<file path="src/rtl/hqm_AW_sync_pulse_tx_pkg.sv">
// Shared types and parameter defaults for the pulse-crossing transmitter.
// The optional watchdog is enabled with HQM_AW_SYNC_PULSE_TX_TIMEOUT_EN.
package hqm_AW_sync_pulse_tx_pkg;

    localparam int CNT_W_DEF = 4;
    localparam int TMO_W_DEF = 10;

    typedef enum logic [1:0] {
        IDLE    = 2'd0,
        REQ     = 2'd1,
        RELEASE = 2'd2
    } hqm_AW_sync_pulse_tx_state_t;

endpackage

</file>
<file path="src/rtl/hqm_AW_sync1.sv">
// Two-flop level synchronizer with async active-low reset on rstb.
module hqm_AW_sync1 #(
    parameter int WIDTH = 1
) (
    input  logic             clk,
    input  logic             rstb,
    input  logic [WIDTH-1:0] data,
    output logic [WIDTH-1:0] data_sync
);

    logic [WIDTH-1:0] r_meta;
    logic [WIDTH-1:0] r_sync;

    // Metastability capture stage followed by the settled output stage.
    always_ff @(posedge clk or negedge rstb) begin
        if (!rstb) begin
            r_meta <= '0;
            r_sync <= '0;
        end else begin
            r_meta <= data;
            r_sync <= r_meta;
        end
    end

    assign data_sync = r_sync;

endmodule

</file>
<file path="src/rtl/hqm_aw_sync_pulse_tx.sv">
// Pulse-to-four-phase-handshake transmitter with a pending-event counter.
// Define HQM_AW_SYNC_PULSE_TX_TIMEOUT_EN to build the handshake watchdog.
module hqm_aw_sync_pulse_tx
    import hqm_AW_sync_pulse_tx_pkg::*;
#(
    parameter int CNT_W = CNT_W_DEF,
    parameter int TMO_W = TMO_W_DEF
) (
    input  logic             clk,
    input  logic             rst_n,
    input  logic             pulse_in,
    input  logic             ack_in,
    output logic             req_out,
    output logic             busy,
    output logic [CNT_W-1:0] pend_cnt,
    output logic             ovf,
    output logic             tmo
);

    localparam logic [CNT_W-1:0] CNT_MAX = {CNT_W{1'b1}};

    if (CNT_W < 1 || TMO_W < 1) begin : g_param_chk
        $error("hqm_aw_sync_pulse_tx: CNT_W and TMO_W must be at least 1");
    end

    hqm_AW_sync_pulse_tx_state_t r_state;
    hqm_AW_sync_pulse_tx_state_t w_state_nxt;
    logic [CNT_W-1:0]            r_pend;
    logic [CNT_W-1:0]            w_pend_nxt;
    logic                        r_req;
    logic                        r_busy;
    logic                        r_ovf;
    logic                        w_ack_sync;
    logic                        w_dec;
    logic                        w_drop;

    hqm_AW_sync1 #(
        .WIDTH (1)
    ) u_ack_sync (
        .clk       (clk),
        .rstb      (rst_n),
        .data      (ack_in),
        .data_sync (w_ack_sync)
    );

    // Handshake sequencing; leaving IDLE is what consumes one event.
    always_comb begin
        w_state_nxt = r_state;
        w_dec       = 1'b0;
        case (r_state)
            IDLE: begin
                if (r_pend != '0 || pulse_in) begin
                    w_state_nxt = REQ;
                    w_dec       = 1'b1;
                end else begin
                    w_state_nxt = IDLE;
                end
            end
            REQ: begin
                if (w_ack_sync) begin
                    w_state_nxt = RELEASE;
                end else begin
                    w_state_nxt = REQ;
                end
            end
            RELEASE: begin
                if (!w_ack_sync) begin
                    w_state_nxt = IDLE;
                end else begin
                    w_state_nxt = RELEASE;
                end
            end
            default: begin
                w_state_nxt = IDLE;
            end
        endcase
    end

    // Pending count: +pulse, -dispatch, drop new events only when full and not draining.
    always_comb begin
        w_pend_nxt = r_pend;
        w_drop     = 1'b0;
        if (pulse_in && !w_dec) begin
            if (r_pend == CNT_MAX) begin
                w_drop = 1'b1;
            end else begin
                w_pend_nxt = r_pend + CNT_W'(1);
            end
        end else if (!pulse_in && w_dec) begin
            w_pend_nxt = r_pend - CNT_W'(1);
        end else begin
            w_pend_nxt = r_pend;
        end
    end

    // State, count and all status outputs are registered from their next values.
    always_ff @(posedge clk or negedge rst_n) begin
        if (!rst_n) begin
            r_state <= IDLE;
            r_pend  <= '0;
            r_req   <= 1'b0;
            r_busy  <= 1'b0;
            r_ovf   <= 1'b0;
        end else begin
            r_state <= w_state_nxt;
            r_pend  <= w_pend_nxt;
            r_req   <= (w_state_nxt == REQ);
            r_busy  <= (w_state_nxt != IDLE) || (w_pend_nxt != '0);
            r_ovf   <= r_ovf | w_drop;
        end
    end

    assign req_out  = r_req;
    assign busy     = r_busy;
    assign pend_cnt = r_pend;
    assign ovf      = r_ovf;

`ifdef HQM_AW_SYNC_PULSE_TX_TIMEOUT_EN
    localparam logic [TMO_W-1:0] TMO_MAX = {TMO_W{1'b1}};

    logic [TMO_W-1:0] r_wdog;
    logic [TMO_W-1:0] w_wdog_nxt;
    logic             r_tmo;

    // Watchdog only observes; it counts handshake cycles and saturates.
    always_comb begin
        if (w_state_nxt == IDLE) begin
            w_wdog_nxt = '0;
        end else if (r_state != IDLE && r_wdog != TMO_MAX) begin
            w_wdog_nxt = r_wdog + TMO_W'(1);
        end else begin
            w_wdog_nxt = r_wdog;
        end
    end

    // Sticky timeout flag raised when the watchdog hits its ceiling.
    always_ff @(posedge clk or negedge rst_n) begin
        if (!rst_n) begin
            r_wdog <= '0;
            r_tmo  <= 1'b0;
        end else begin
            r_wdog <= w_wdog_nxt;
            r_tmo  <= r_tmo | (w_wdog_nxt == TMO_MAX);
        end
    end

    assign tmo = r_tmo;
`else
    assign tmo = 1'b0;
`endif

endmodule

</file>
<file path="config.mk">
export PLATFORM = sky130hd
export DESIGN_NAME = hqm_aw_sync_pulse_tx
export DESIGN_NICKNAME = d
export VERILOG_FILES = /design/src/rtl/hqm_AW_sync_pulse_tx_pkg.sv /design/src/rtl/hqm_AW_sync1.sv /design/src/rtl/hqm_aw_sync_pulse_tx.sv
export SDC_FILE = /design/constraint.sdc
export NUM_CORES = 1
export LEC_CHECK = 0
export BUFFER_PORTS_ARGS = -buffer_cell sky130_fd_sc_hd__buf_2
export CAP_MARGIN = 30
export CORE_AREA = 3 3 40 42
export DETAILED_ROUTE_END_ITERATION = 10
export DIE_AREA = 0 0 43 45
export GPL_TIMING_DRIVEN = 0
export PLACE_DENSITY_LB_ADDON = 0.05
export SKIP_CTS_REPAIR_TIMING = 1
export SYNTH_ARGS = -nofsm -noshare
export SYNTH_HDL_FRONTEND = slang
export SYNTH_SLANG_ARGS = --single-unit
</file>
<file path="constraint.sdc">
create_clock -name clk -period 2.16 [get_ports clk]
set_input_delay 0.216 -clock clk [delete_from_list [all_inputs] [get_ports clk]]
set_output_delay 0.216 -clock clk [all_outputs]
set_load 0.05 [all_outputs]
</file>
==> impl_results.md, run 1 <==
- Status: finished, final reports clean
- Setup skew after layout: 0.00791 ns
- Post-synth top area share: 43.9%
- Fmax: 495 MHz
- Largest net degree at the start of global routing: 12
- Min-delay src: ack_in
- WP buf/inv: 1
- Total global-route track usage: 13.9%
- Number of global-route vias before repair: 435
- Post-Route WL: 1140 µm
- Post-DRT Antenna Nets: 0
- Finished Layout Cells: 88
- DRC: 0
- Netlist Area Pre-Place: 627 µm²
- Period minus WS final: 2.02 ns
- Routed met1 length: 516 µm
- Die Wd: 43 µm
- CTS Buffer Depth: 2
- Flop-to-flop setup slack: 0.14 ns
- PortBufs: 10
- Top sig layer: met3
- Top cell type by total area after synthesis: dfrtp_1
- First-pass GRT wire length: 1990 µm
- Startpoint Class: flip-flop
- Ports: 12
- RePlAce Congestion: 0.693
- Initial core utilization: 48.8%
- Critical Path RT: 2.30 ns
- RR Startpoint: r_state[1]
- Die area: 1940 µm²
- EDFF count, synth: 0
- Syn Nets: 64
- Crit path max-delay cell type: or4_4
- Final core utilization: 58.7%
- Dominant synthesized flop cell: dfrtp_1
- Row Count: 13
- Clock Latency Late Sink: 0.26 ns
- CTS tree: built
- Unique masters post-synth: 29
- Avg Inst Size Synth: 10.8 µm²
- Ys async rst share: 100%
- Synth Register Bits: 11
- Initial antenna violation count: 0
- Drt via density: 5.52
- H-Tree Depth: 1
- 1st-pass router iterations: 4
- Critical-path cell list: buf_6 -> or4_4 -> nor3_2 -> o21ai_1 -> o31a_2 -> or4b_4
- Register area share after synthesis: 43.9%
- Drt initial violations: 12
- Worst Hold Class: in -> reg
- Maxcap violations: 0
- Total grt overflow: 0
- WHS: 0.0629 ns
- DR WL met3: 85 µm
- Final setup fails: 0
- Dpl cells: 83
- Root buffer cell: clkbuf_4
- Area grow syn2layout: 20.4%
- CP max FO: 8
- Final Hold Fails: 0
- Fill cells: 126
- Crit path max-delay family: simple AND/OR/NAND/NOR gates
- Ranking of synthesized cells by area: dfrtp_1 (44%), nor2_1 (6.6%), buf_6 (5.4%)
- Syn. warnings: 0
- Final period util: 93.5%
- Met2 wire len: 537 µm
- Worst-path clk slew: 0.07 ns
- Nets: 80
- Post-DP HPWL: 875 µm
- WL/cell: 12.9 µm
- Share of layout cells above drive strength 1: 39.7%
- Cells after Synth: 58
- Core Region: 1280 µm²
- Crit path capture type: flip-flop
- Sinks on Clock Net: 11
- RSZ-0062 raised after global routing: no
- Final Slew Violations: 0
- Arr. time, crit path: 2.16 ns
- Diodes inserted: 0
- Final setup TNS: 0 ns
- Routed vias: 486
- Max incr delay on CP: 0.54 ns
- Critical path type: reg -> reg
- Cts bufs inserted: 3
- Die height: 45 µm
- Crit path from: r_state[1]
cells by family (layout without fill, tap and decap cells):
kind of cell | count (synthesis) | count (layout) | synth area share, %
AO/OA/AOI/OAI | 13 | 13 | 18.6
XOR/XNOR | 2 | 2 | 2.79
adder cells (fa/ha/maj) | 2 | 2 | 3.99
buffers and inverters | 7 | 22 | 8.98
flip-flops | 11 | 11 | 43.9
multiplexers | 1 | 1 | 1.80
other | 1 | 1 | 0.598
AND/OR/NAND/NOR | 21 | 21 | 19.4
cell type report:
class / count / area (µm²) / share of cell area, %
repair buffers: 11 / 60.1 / 7.96
multi-input cells: 40 / 312 / 41.3
well taps: 15 / 18.8 / 2.49
clock buffers: 4 / 26.3 / 3.48
plain buffers: 5 / 52.6 / 6.97
flip-flops and latches: 11 / 278 / 36.8
inverters: 2 / 7.51 / 0.995
layout by cell type (no fill, tap or decap), types with 2 or more instances in the layout:
master	n
nor2_1	11
buf_2	10
dfrtp_1	9
buf_6	4
clkbuf_4	3
a211oi_1	2
a31oi_1	2
o21ai_1	2
nor4_1	2
dfrtp_2	2
sequential cells by signal, indices dropped and copies added, names as in the netlist:
name                  cells
u_ack_sync.r_meta         1
busy                      1
r_state                   2
pend_cnt                  4
u_ack_sync.data_sync      1
req_out                   1
ovf                       1
per-stage QoR:
stage / worst slack [ns] / area, µm²
floorplan: 0.00703 / 649
global placement: 0.0876 / 718
detailed placement: 0.0807 / 718
CTS: 0.0827 / 744
global route: 0.00923 / 754
finish: 0.139 / 754
Yosys cell counts (2+ instances only):
library cell,count
a31oi_1,2
buf_6,3
ha_1,2
buf_4,2
nor2_1,11
inv_1,2
nor4_1,2
dfrtp_1,11
o21ai_1,2
a211oi_1,2
worst paths after layout:
path / cells past startpoint / to
hold / removal: 1 / u_ack_sync.r_meta
hold reg to reg: 0 / u_ack_sync.data_sync
setup / recovery: 6 / busy
setup reg to reg: 6 / busy
min in group asynchronous: 2 / pend_cnt[2]
max in group asynchronous: 2 / pend_cnt[1]
layer usage:
layer | vias to the layer above | track usage (%)
li1 | 240 | -
met5 | - | 0
met2 | 18 | 21.0
met3 | 0 | 6.77
met4 | 0 | 1.81
met1 | 228 | 18.8
worst register-to-register path: stages, from the launching register on:
cell	delay [ns]
dfrtp_1	0.38
buf_6	0.14
or4_4	0.54
nor3_2	0.11
o21ai_1	0.09
o31a_2	0.14
or4b_4	0.51
Power of run 1 is not shown: default switching activity piles up to over one toggle a cycle in this logic, so the estimate is an artifact.
==> run 2: changes to the inputs <==
--- a/config.mk
+++ b/config.mk
@@ -7,9 +7,9 @@
 export LEC_CHECK = 0
 export BUFFER_PORTS_ARGS = -buffer_cell sky130_fd_sc_hd__buf_2
 export CAP_MARGIN = 30
-export CORE_AREA = 3 3 40 42
+export CORE_MARGIN = 3
+export CORE_UTILIZATION = 30
 export DETAILED_ROUTE_END_ITERATION = 10
-export DIE_AREA = 0 0 43 45
 export GPL_TIMING_DRIVEN = 0
 export PLACE_DENSITY_LB_ADDON = 0.05
 export SKIP_CTS_REPAIR_TIMING = 1
==> impl_results.md, run 2 (same netlist as run 1, synthesis figures left out) <==
- Setup skew after layout: 0.00513 ns (-0.00278 ns)
- Row Count: 15 (+2)
- Most frequent cells in the layout: nor2_1 (11), buf_2 (10), dfrtp_1 (9)
- Hold depth: 1 (unchanged)
- Final setup fails: 0 (unchanged)
- Post-Route WL: 1210 µm (+6.1%)
- Routed met1 length: 601 µm (+16%)
- H-Tree Depth: 1 (unchanged)
- CP max FO: 9 (+1)
- 1st-pass router iterations: 2 (-2)
- Routed vias: 482 (-0.82%)
- Max incr delay on CP: 0.48 ns (-0.06 ns)
- WL/cell: 12.3 µm (-4.7%)
- Root buffer cell: clkbuf_4
- Max reg flops: 4 (unchanged)
- Sinks on Clock Net: 11 (unchanged)
- CTS tree: built
- Number of global-route vias before repair: 454 (+4.4%)
- Total global-route track usage: 10.6% (-3.3 points)
- Post-DP HPWL: 901 µm (+2.9%)
- Top sig layer: met3
- Share of layout cells above drive strength 1: 41.1% (+1.4 points)
- Startpoint Class: flip-flop
- RePlAce Congestion: 0.718 (+3.5%)
- Fmax: 491 MHz (-0.84%)
- Ports: 12 (unchanged)
- Largest net degree at the start of global routing: 12 (unchanged)
- Crit path capture type: flip-flop
- Post-DRT Antenna Nets: 0 (unchanged)
- Nets: 80 (unchanged)
- Arr. time, crit path: 2.18 ns (+0.02 ns)
- Die Wd: 51.7 µm (+20%)
- First-pass GRT wire length: 2020 µm (+1.4%)
- Critical Path RT: 2.30 ns (about the same)
- Initial core utilization: 34.1% (-15 points)
- Cts bufs inserted: 3 (unchanged)
- Initial antenna violation count: 0 (unchanged)
- Drt via density: 4.92 (-11%)
- Dpl ws: 0.0778 ns (-0.00290 ns)
- Final setup TNS: 0 ns (unchanged)
- Critical-path cell list: inv_1 -> ha_4 -> a2111oi_4 -> mux2_4 -> a21oi_1 -> or4b_4
- Diodes inserted: 0 (unchanged)
- RSZ-0062 raised after global routing: no
- PortBufs: 10 (unchanged)
- Maxcap violations: 0 (unchanged)
- Critical path type: reg -> reg
- Drt initial violations: 10 (-2)
- Period minus WS final: 2.04 ns (+0.0171 ns)
- Total grt overflow: 0 (unchanged)
- Met2 wire len: 521 µm (-3.0%)
- Final Hold Fails: 0 (unchanged)
- Status: finished, final reports clean
- Die height: 51.7 µm (+15%)
- Most common cell after layout, fill and taps aside: nor2_1
- Final worst slack: 0.122 ns (-0.0171 ns)
- Crit path max-delay cell type: or4b_4
- Worst-path clk slew: 0.07 ns (about the same)
- Final period util: 94.3% (+0.79 points)
- Final Slew Violations: 0 (unchanged)
- Worst reg2reg path depth: 6 (unchanged)
- Worst Hold Class: in -> reg
- Core Region: 1840 µm² (+43%)
- Clock Latency Late Sink: 0.27 ns (about the same)
- DRC: 0 (unchanged)
- CTS Buffer Depth: 2 (unchanged)
- Area grow syn2layout: 22.6%
- Fill cells: 215 (+71%)
- DR WL met3: 86 µm (+1.2%)
- Die area: 2670 µm² (+38%)
==> run 2: cell types whose count changed in the layout (fill, tap and decap cells not counted) <==
cell / delta
clkbuf_1: -1
clkinv_2: +1
==> run 2: final timing paths <==
kind,from,to,slack [ns]
max,pend_cnt[1],busy,0.12
min,ack_in,u_ack_sync.r_meta,0.05
max reg2reg,pend_cnt[1],busy,0.12
min reg2reg,u_ack_sync.r_meta,u_ack_sync.data_sync,0.35
max in group asynchronous,rst_n,pend_cnt[1],1.61
min in group asynchronous,rst_n,u_ack_sync.r_meta,0.34
==> run 2: metrics by stage <==
stage	std cells	hold WS (ns)	area, µm²	util (%)
after floorplan	58	-0.0796	649	-
after global placement	93	0.0939	731	39.7
after detailed placement	93	0.0959	731	39.7
after CTS	97	-0.200	758	41.2
after global routing	98	0.0328	768	41.8
final	98	0.0477	768	41.8
==> run 2: critical path, delay by kind of cell (launching register included) <==
kind / cells / cell delay [ns]
muxes: 1 / 0.22
buffers and inverters: 1 / 0.09
and+or+nand+nor: 1 / 0.48
DFF: 1 / 0.45
adders and majority gates: 1 / 0.18
AOI/OAI and AO/OA: 2 / 0.48
==> run 2: layout make-up <==
type / count / area [µm²] / area share [%]
Clock buffer: 3 / 22.5 / 2.93
Multi-Input combinational cell: 40 / 312 / 40.6
Inverter: 2 / 7.51 / 0.977
Timing Repair Buffer: 11 / 60.1 / 7.82
Tap cell: 25 / 31.3 / 4.07
Sequential cell: 11 / 278 / 36.2
Clock inverter: 1 / 5.00 / 0.651
Buffer: 5 / 52.6 / 6.84
==> run 2: routing by layer <==
layer | global-route usage [%] | up-vias
met5 | 0 | -
met1 | 14.3 | 230
met4 | 1.31 | 0
met3 | 5.44 | 0
li1 | - | 240
met2 | 15.5 | 12
Power of run 2 is left out for the same reason.
==> run 3: changes to the inputs <==
--- a/config.mk
+++ b/config.mk
@@ -7,6 +7,7 @@
 export LEC_CHECK = 0
 export BUFFER_PORTS_ARGS = -buffer_cell sky130_fd_sc_hd__buf_2
 export CAP_MARGIN = 30
+export CORE_ASPECT_RATIO = 0.9
 export CORE_MARGIN = 3
 export CORE_UTILIZATION = 30
 export DETAILED_ROUTE_END_ITERATION = 10
==> impl_results.md, run 3 (same netlist as run 1, synthesis figures left out) <==
- Status: finished, final reports clean
- CTS Buffer Depth: 2 (unchanged)
- Hold endpoint: u_ack_sync.r_meta
- Die height: 49.4 µm (-4.5%)
- RSZ-0062 raised after global routing: no
- Final setup TNS: 0 ns (unchanged)
- Initial antenna violation count: 0 (unchanged)
- Cts bufs inserted: 3 (unchanged)
- Clock Latency Late Sink: 0.26 ns (about the same)
- Final Slew Violations: 0 (unchanged)
- Critical Path RT: 2.30 ns (about the same)
- Drt initial violations: 5 (-5)
- Diodes inserted: 0 (unchanged)
- Setup skew after layout: 0.00474 ns (-0.000393 ns)
- CTS tree: built
- 1st-pass router iterations: 4 (+2)
- Maxcap violations: 0 (unchanged)
- Post-DRT Antenna Nets: 0 (unchanged)
- Fill cells: 205 (-4.7%)
- WL/cell: 12.6 µm (+1.7%)
- WHS: 0.0604 ns (+0.0127 ns)
- First-pass GRT wire length: 2080 µm (+2.7%)
- Sinks on Clock Net: 11 (unchanged)
- Max reg flops: 4 (unchanged)
- Hold depth: 1 (unchanged)
- Share of layout cells above drive strength 1: 39.7% (-1.4 points)
- Startpoint Class: flip-flop
- Most frequent cells in the layout: nor2_1 (11), buf_2 (10), dfrtp_1 (9)
- Final Hold Fails: 0 (unchanged)
- Arr. time, crit path: 2.16 ns (-0.02 ns)
- Largest net degree at the start of global routing: 12 (unchanged)
- RR Startpoint: pend_cnt[0]
- Crit path max-delay cell type: or4b_4
- Critical path type: reg -> reg
- Core Region: 1950 µm² (+6.1%)
- Min-delay src: ack_in
- Die Wd: 54.2 µm (+4.8%)
- Max incr delay on CP: 0.48 ns (about the same)
- DRC: 0 (unchanged)
- Number of global-route vias before repair: 442 (-2.6%)
- Drt via density: 4.61 (-6.2%)
- Area grow syn2layout: 22.4%
- Initial core utilization: 32.1% (-2.0 points)
- Total global-route track usage: 10.7% (+0.065 points)
- Total grt overflow: 0 (unchanged)
- Final setup fails: 0 (unchanged)
- Final period util: 93.7% (-0.65 points)
- CP max FO: 7 (-2)
- Worst reg2reg path depth: 7 (+1)
- Nets: 80 (unchanged)
- Flop-to-flop setup slack: 0.14 ns (about the same)
- RR Endpoint: busy
- Die area: 2670 µm² (about the same)
- Post-DP HPWL: 912 µm (+1.2%)
- PortBufs: 10 (unchanged)
- Most common cell after layout, fill and taps aside: nor2_1
- Root buffer cell: clkbuf_4
- RePlAce Congestion: 0.712 (-0.72%)
- Period minus WS final: 2.02 ns (-0.0141 ns)
- Ports: 12 (unchanged)
- Crit path capture type: flip-flop
- H-Tree Depth: 1 (unchanged)
- Post-Route WL: 1230 µm (+1.7%)
- Critical-path cell list: buf_6 -> inv_2 -> ha_4 -> a2111oi_4 -> mux2_4 -> a21oi_1 -> or4b_4
- Worst-path clk slew: 0.07 ns (about the same)
- Worst Hold Class: in -> reg
- Fmax: 494 MHz (+0.70%)
- Row Count: 15 (unchanged)
- Routed vias: 452 (-6.2%)
==> run 3: cell type report <==
type / count / area, µm² / area share [%]
clock buffers: 4 / 26.3 / 3.43
well taps: 25 / 31.3 / 4.08
multi-input cells: 40 / 312 / 40.6
repair buffers: 11 / 60.1 / 7.83
flip-flops and latches: 11 / 278 / 36.2
inverters: 2 / 7.51 / 0.979
plain buffers: 5 / 52.6 / 6.85
==> run 3: metal layers <==
metal | part of all wire (%) | vias up | track usage, %
li1 | - | 236 | -
met1 | 53 | 204 | 16.2
met2 | 41 | 12 | 13.5
met3 | 5.3 | 0 | 4.59
met4 | 0 | 0 | 2.49
met5 | 0 | - | 0
==> run 3: critical path: cells and delay by family (launching register included) <==
kind,cells,cell delay (ns)
flops,1,0.38
compound gates,2,0.48
fa+ha+maj,1,0.17
mux,1,0.22
buf+inv,2,0.18
simple gates,1,0.48
==> run 3: per-stage QoR <==
stage	worst slack, ns	std cells	cell area [µm²]	util, %
finish	0.136	98	767	39.3
global route	0.0162	98	767	39.3
CTS	0.0655	97	757	38.8
detailed placement	0.0833	93	731	37.4
global placement	0.0659	93	731	37.4
floorplan	0.00703	58	649	-
==> run 3: worst max path at each step <==
stage	start	end	slack [ns]	cells after the start
2_1_floorplan	pend_cnt[0]	busy	0.007	7
3_3_place_gp	pend_cnt[0]	busy	0.07	7
3_5_place_dp	pend_cnt[0]	busy	0.08	7
4_1_cts	pend_cnt[0]	busy	0.07	7
5_1_grt	pend_cnt[1]	busy	0.02	5
6_report	pend_cnt[0]	busy	0.14	7
Power of run 3 is left out for the same reason.
